`config.mk`:
```
export PLATFORM = sky130hd
export DESIGN_NAME = seg7_scan_ctrl
export DESIGN_NICKNAME = d
export VERILOG_FILES = /design/src/rtl/seg7_scan_ctrl.sv
export SDC_FILE = /design/constraint.sdc
export NUM_CORES = 1
export LEC_CHECK = 0
export CAP_MARGIN = 15
export CORE_ASPECT_RATIO = 1.5
export CORE_UTILIZATION = 45
export DETAILED_ROUTE_END_ITERATION = 6
export GPL_ROUTABILITY_DRIVEN = 0
export MAX_ROUTING_LAYER = met4
export PLACE_DENSITY_LB_ADDON = 0.3
export SETUP_SLACK_MARGIN = 0.15
export SYNTH_ARGS = -nofsm -noshare
export SYNTH_HDL_FRONTEND = slang
export SYNTH_SLANG_ARGS = --single-unit
```
`constraint.sdc`:
```
create_clock -name clk -period 2.7 [get_ports clk]
set_input_delay 0.54 -clock clk [delete_from_list [all_inputs] [get_ports clk]]
set_output_delay 0.54 -clock clk [all_outputs]
set_load 0.005 [all_outputs]
```
`src/rtl/seg7_scan_ctrl.sv`:
```
// Memory-mapped seven-segment scan controller: hex or decimal display of a 32-bit value,
// with a sequential double-dabble converter, per-digit blanking and decimal overflow flag.
module seg7_scan_ctrl #(
  parameter int NUM_DIGITS = 8,
  parameter int SCAN_DIV   = 100000
) (
  input  logic                  clk,
  input  logic                  rst_n,
  input  logic                  digcs,
  input  logic                  digwrite,
  input  logic [1:0]            digaddr,
  input  logic [15:0]           write_data,
  output logic [NUM_DIGITS-1:0] DIG,
  output logic [7:0]            Y,
  output logic                  busy,
  output logic                  ovf
);

  localparam int DW   = 4 * NUM_DIGITS;
  localparam int IDXW = (NUM_DIGITS > 1) ? $clog2(NUM_DIGITS) : 1;
  localparam int PREW = $clog2(SCAN_DIV);
  localparam logic [IDXW-1:0] LAST_IDX = IDXW'(NUM_DIGITS - 1);
  localparam logic [PREW-1:0] LAST_PRE = PREW'(SCAN_DIV - 1);

  typedef enum logic [1:0] {IDLE, SHIFT, DONE} convState_e;

  logic                  wrEn;
  logic                  loadEvt;
  logic [31:0]           value_q, value_d;
  logic                  decMode_q, decMode_d;
  logic [NUM_DIGITS-1:0] mask_q, mask_d;
  logic [DW-1:0]         disp_q;
  logic                  hexLoad_q;
  convState_e            state_q;
  logic [31:0]           bin_q;
  logic [39:0]           bcd_q;
  logic [39:0]           bcdAdj;
  logic [4:0]            cnt_q;
  logic                  busy_q;
  logic                  ovf_q;
  logic [PREW-1:0]       pre_q;
  logic [IDXW-1:0]       idx_q;
  logic [NUM_DIGITS-1:0] DIG_q;
  logic [7:0]            Y_q;

  function automatic logic [7:0] segOf(input logic [3:0] n);
    logic [7:0] s;
    case (n)
      4'h0: s = 8'hC0;
      4'h1: s = 8'hF9;
      4'h2: s = 8'hA4;
      4'h3: s = 8'hB0;
      4'h4: s = 8'h99;
      4'h5: s = 8'h92;
      4'h6: s = 8'h82;
      4'h7: s = 8'hF8;
      4'h8: s = 8'h80;
      4'h9: s = 8'h90;
      4'hA: s = 8'h88;
      4'hB: s = 8'h83;
      4'hC: s = 8'hC6;
      4'hD: s = 8'hA1;
      4'hE: s = 8'h86;
      default: s = 8'h8E;
    endcase
    return s;
  endfunction

  // Register-file decode; the converter latches the post-write value and mode.
  always_comb begin
    wrEn      = digcs & digwrite;
    loadEvt   = wrEn & (digaddr != 2'd3);
    value_d   = value_q;
    decMode_d = decMode_q;
    mask_d    = mask_q;
    if (wrEn) begin
      case (digaddr)
        2'd0: value_d[15:0]  = write_data;
        2'd1: value_d[31:16] = write_data;
        2'd2: begin
          decMode_d = write_data[0];
          mask_d    = write_data[8 +: NUM_DIGITS];
        end
        default: ;
      endcase
    end
  end

  always_comb begin
    bcdAdj = '0;
    for (int i = 0; i < 10; i++) begin
      bcdAdj[4*i +: 4] = (bcd_q[4*i +: 4] >= 4'd5) ? bcd_q[4*i +: 4] + 4'd3 : bcd_q[4*i +: 4];
    end
  end

  always_ff @(posedge clk or negedge rst_n) begin
    if (!rst_n) begin
      value_q   <= '0;
      decMode_q <= 1'b0;
      mask_q    <= '1;
    end else begin
      value_q   <= value_d;
      decMode_q <= decMode_d;
      mask_q    <= mask_d;
    end
  end

  // A new write always wins over an in-flight conversion, so restarts discard old work.
  always_ff @(posedge clk or negedge rst_n) begin
    if (!rst_n) begin
      disp_q    <= '0;
      hexLoad_q <= 1'b0;
      state_q   <= IDLE;
      bin_q     <= '0;
      bcd_q     <= '0;
      cnt_q     <= '0;
      busy_q    <= 1'b0;
      ovf_q     <= 1'b0;
    end else begin
      hexLoad_q <= 1'b0;
      if (hexLoad_q) disp_q <= value_q[DW-1:0];
      if (loadEvt && !decMode_d) begin
        hexLoad_q <= 1'b1;
        state_q   <= IDLE;
        busy_q    <= 1'b0;
        ovf_q     <= 1'b0;
      end else if (loadEvt) begin
        bin_q   <= value_d;
        bcd_q   <= '0;
        cnt_q   <= '0;
        state_q <= SHIFT;
        busy_q  <= 1'b1;
      end else begin
        case (state_q)
          SHIFT: begin
            bcd_q <= {bcdAdj[38:0], bin_q[31]};
            bin_q <= {bin_q[30:0], 1'b0};
            cnt_q <= cnt_q + 5'd1;
            if (cnt_q == 5'd31) state_q <= DONE;
          end
          DONE: begin
            disp_q  <= bcd_q[DW-1:0];
            ovf_q   <= |bcd_q[39:DW];
            busy_q  <= 1'b0;
            state_q <= IDLE;
          end
          default: ;
        endcase
      end
    end
  end

  always_ff @(posedge clk or negedge rst_n) begin
    if (!rst_n) begin
      pre_q <= '0;
      idx_q <= '0;
      DIG_q <= '1;
      Y_q   <= 8'hFF;
    end else begin
      if (pre_q == LAST_PRE) begin
        pre_q <= '0;
        idx_q <= (idx_q == LAST_IDX) ? '0 : idx_q + 1'b1;
      end else begin
        pre_q <= pre_q + 1'b1;
      end
      DIG_q <= mask_q[idx_q] ? ~(NUM_DIGITS'(1) << idx_q) : '1;
      Y_q   <= segOf(disp_q[{idx_q, 2'b00} +: 4]);
    end
  end

  assign DIG  = DIG_q;
  assign Y    = Y_q;
  assign busy = busy_q;
  assign ovf  = ovf_q;

endmodule

```
=== After elaboration in Yosys (flattened, before gate mapping) ===
Memories as Yosys holds them, arrays and structs flattened. A register that Yosys moved wholly into a read port is not among the register bits.
Index checks and enable logic that the tools add are counted.
W data, S select, Z words.

* Register bits: 191
* Memory bits (read-only): 112
* Input port bits: 22
* Output and inout bits: 18
* Word-level logic and storage cells: 110
* Memories: 1

* Add/sub/neg operators: 13
* Magnitude comparators: 11
* Equal/unequal tests: 10
* Shifts and indexed selects: 2
* Mux-type cells: 41
* Bitwise logic cells: 4
* Reduce and logical (&&, ||, !) cells: 13

{| class="wikitable"
|+ Memory list
! name !! depth !! bits a word !! read ports !! clocked after memory_dff !! write ports !! RTL line !! RTL
|-
| (name not given) || 16 || 7 || 1 || 1 || 0 || 48 || <nowiki>case (n)</nowiki>
|}

{| class="wikitable"
|+ Operators by type and width
! cell !! count
|-
| $mux W32 || 7
|-
| $mux W40 || 2
|-
| $ge A4 B3 Y1 const B || 10
|-
| $add A4 B2 Y4 const B || 9
|-
| $mux W4 || 9
|-
| $mux W16 || 2
|-
| $shiftx A32 B6 Y4 || 1
|-
| $add A17 B1 Y17 const B || 1
|-
| $eq A17 B17 Y1 const B || 1
|-
| $mux W17 || 1
|-
| $mux W1 || 10
|-
| $mux W5 || 2
|-
| $mux W8 || 1
|-
| $not A8 Y8 || 1
|-
| $reduce_and A2 Y1 || 4
|-
| $reduce_or A8 Y1 || 1
|-
| $shl A1 B3 Y8 const A || 1
|-
| $mux W2 || 3
|-
| $mux W3 || 2
|-
| $add A5 B1 Y5 const B || 1
|-
| $eq A5 B5 Y1 const B || 1
|-
| $eq A2 B1 Y1 const B || 2
|-
| $eq A2 B2 Y1 const B || 2
|-
| $lt A3 B4 Y1 const B || 1
|-
| 16 further kinds || 19
|}

=== Logic depth before layout (Yosys ltp) ===
* Depth after elaboration: 7
* Gate-level depth with buffers: 8
* Depth with buffers taken out: 7

=== Worst setup path before layout ===
No wires, ideal clock.

* Path kind: reg-to-reg
* From: register idx_q[0]
* To: register Y_q[0], in the netlist Y[0]
* Library setup time: 0.082 ns
* Data arrival time: 2.211 ns
* Path slack: 0.407 ns
* Stages on the path, launching flop included: 8
* Path buffers: 1
* Clock period less this slack: 2.293 ns
* Cells stage by stage: dfrtp_1 -> buf_6 -> mux4_1 -> mux2i_1 -> inv_1 -> ha_1 -> and3_1 -> a211o_1

* Cells in the longest elaborated chain, start to end: 1

{| class="wikitable"
|+ Ends and longest elaborated chain
! element !! RTL line !! RTL
|-
| from (decl) || 42 || <nowiki>logic [IDXW-1:0] idx_q;</nowiki>
|-
| from (signal assigned) || 162 || <nowiki>idx_q <= (idx_q == LAST_IDX) ? '0 : idx_q + 1'b1;</nowiki>
|-
| $shiftx A32 B6 Y4 || 167 || <nowiki>Y_q <= segOf(disp_q[{idx_q, 2'b00} +: 4]);</nowiki>
|-
| to (decl) || 44 || <nowiki>logic [7:0] Y_q;</nowiki>
|}

Every way passes these cells.
A chain may end at the register's enable or synchronous reset.

=== Worst setup path in the final report ===
Ends and elaborated chain as after synthesis.

==> metrics <==
Via Count 6341; measured slew at the worst slew-check pin 0.509 ns; Routed WL 21.1 mm; CTS sink cnt 190; worst hold-check path type in2async; Iter 0 DRT Violations 406; CP Launch Type register; Die Height around 180 um; leading cell types in the layout, fill and taps excluded dfrtp_1, mux2i_1, nand3_1, mux2_2, o21ai_0; Leakage Power 4.66 nW; CORE AREA ~0.020 sq mm; hold buffers post-CTS 0; Logic pwr share between 20% and 30%; num rows between 60 and 70; Synth Warn # 0; first-pass GRT wire length 34.9 mm; part of the power in registers 45.7%; Area growth, synth to finish 15.9%; number of diodes 0; VDD IR max approximately 0.00052 V; wire per inst 18.4 um; Post-synth EDFFs 0; Worst EP arrival 2.67 ns; TritonCTS clock tree done; post-cts sizing count 0; cell area after layout 0.0110 sq mm; DR pass1 iterations 5; commonest non-fill, non-tap cell in the layout dfrtp_1; Max Cap Violations 0; gr ovfl total 0; Slew headroom approximately two thirds; largest net degree at the start of global routing 81; final-report setup violation count 0; PnR Total Power 9.47 mW; Clk Latency, worst-skew pair 0.43 ns; clock buffer depth 2; Die ar. between 0.02 and 0.025 sq mm; synthesized area 0.00948 sq mm; final cycle utilization of the critical path 85.6%; #FFs+latches synth 190; Worst R2R End Y[0]; Setup Crit Path Kind reg2reg; setup bufs post-CTS 0; H-tree levels 4; Synth Flop Type dfrtp_1; Root Buffer clkbuf_16; Initial Util 46.2%; IO Count 40; CP required 3.06 ns; Post-Syn Instances 829; r2r setup slk 0.39 ns; Internal 6.36 mW; Crit Path Max Fanout 8; R2R cell count 8; Final Skew 0.00808 ns; Fin Setup TNS 0 ns; Post-DP HPWL 14.6 mm; layout cell share with drive strength beyond 1 around 18%; PortBufs 38; Clock power frac between 20% and 30%; worst reg2reg startpoint idx_q[0]; Max Fclk 0.433 GHz; Crit. End Element register; clock slew at reported path FFs roughly 0.070 ns; syn nets 889; Post-route DRC 0; final hold violation count 0; Post-DP Area 0.0104 sq mm; switch share between 30% and 40%; syn_area_per_cell 11.4 sq um; nets@finish around 930; CTS Buf Count 17; antenna violations before repair 0; Antenna Nets Post-Route 0; Slew Limit Fails 0; sequential element share of the synthesized area 50.5%; Synth cell types between 50 and 60; number of global-route vias before repair 6597; Util after Layout 53.6%; crit path time final 2.31 ns; GRT Total Usage 21.5%; chip width 121 um; PD cells 862 mW/mm^2; vias per cell 5.53; RSZ-0062 raised after global routing no; outcome completed; Synth async-reset ratio 100%; Net Sw Power 3.11 mW
[cell usage after synthesis, types with 3 or more instances]
cell	instances	area [sq um]
a21oi_1	46	230
a32o_1	8	80.1
and2_1	4	25.0
and3_1	3	18.8
and4_1	3	26.3
buf_1	10	37.5
buf_2	13	65.1
clkbuf_1	21	78.8
dfrtp_1	167	4180
dfstp_2	23	604
ha_1	38	475
inv_1	31	116
mux2_2	63	709
mux2i_1	73	731
mux4_1	9	236
nand2_1	18	67.6
nand2b_1	12	75.1
nand3_1	70	350
nand4_1	3	18.8
nand4b_1	3	26.3
nor2_1	54	203
nor3b_1	4	30.0
o21ai_0	59	295
o2bb2ai_1	6	52.6
o31ai_1	20	150
or3_1	3	18.8
xnor2_1	15	131
xor2_1	19	166
[final cells by class]
| class | instances | area, sq um |
|---|---|---|
| fill | 1818 | 9520 |
| sequential | 190 | 4790 |
| multi-input combinational | 559 | 4410 |
| timing repair buffer | 69 | 754 |
| clock buffer | 19 | 443 |
| tap | 264 | 330 |
| clock inverter | 13 | 143 |
| inverter | 32 | 120 |
[logic make-up after synthesis]
logic type               count (synthesis)  share of synthesized area [%]
AO/OA/AOI/OAI                          151                           9.52
XOR/XNOR                                34                           3.14
adder cells (fa/ha/maj)                 38                           5.02
buffers and inverters                   80                           3.60
flip-flops                             190                           50.5
multiplexers                           148                           18.4
other                                    1                         0.0396
AND/OR/NAND/NOR                        187                           9.82
[per-stage QoR]
| step | hold slack, ns | instances | setup WS [ns] |
|---|---|---|---|
| floorplan | 0.244 | 829 | 0.407 |
| global placement | 0.468 | 1114 | 0.294 |
| detailed placement | 0.480 | 1114 | 0.259 |
| CTS | 0.0813 | 1146 | 0.252 |
| global route | 0.103 | 1146 | 0.222 |
| finish | 0.0778 | 1146 | 0.388 |
[critical path, cell delays in order (launching register included)]
cell and delay (ns):
dfrtp_2 0.48, buf_4 0.18, mux4_1 0.55, mux2i_1 0.18, buf_4 0.18, inv_1 0.06, ha_1 0.22, and3_1 0.16
a211o_1 0.22
[per-layer routing]
metal  vias to the layer above  share of wire [%]  track usage, %
li1                       3042                  -               -
met1                      3173                 41            25.2
met2                       102                 54            37.2
met3                        24                3.0            3.24
met4                         0                2.2            7.56
met5                         -                  0               -
[sequential cells by signal, summed over array words and instances, names as in the netlist, 2 cells and up]
name and flops:
DIG 8, idx_q 3, bcd_q 40, value_q 32, pre_q 17, disp_q 32
bin_q 32, Y 7, state_q 2, cnt_q 5, mask_q 8
[power groups by stage]
stage | clock (mW) | sequential [mW] | combinational (mW)
floorplan | 0 | 4.06 | 1.93
global placement | 0 | 4.35 | 2.59
detailed placement | 0 | 4.37 | 2.66
CTS | 2.56 | 4.33 | 2.67
global route | 2.67 | 4.40 | 2.99
finish | 2.50 | 4.33 | 2.64
[how the worst max path moves through the flow]
| stage | startpoint | endpoint | slack, ns | cells past startpoint |
|---|---|---|---|---|
| 6_report | idx_q[0] | Y[0] | 0.39 | 8 |
| 5_1_grt | idx_q[0] | Y[0] | 0.22 | 8 |
| 4_1_cts | idx_q[0] | Y[0] | 0.25 | 8 |
| 3_5_place_dp | digaddr[1] | bcd_q[31] | 0.26 | 6 |
| 3_3_place_gp | digaddr[1] | bcd_q[11] | 0.29 | 8 |
| 2_1_floorplan | idx_q[0] | Y[0] | 0.41 | 7 |
(Power assumes the default switching activity.)
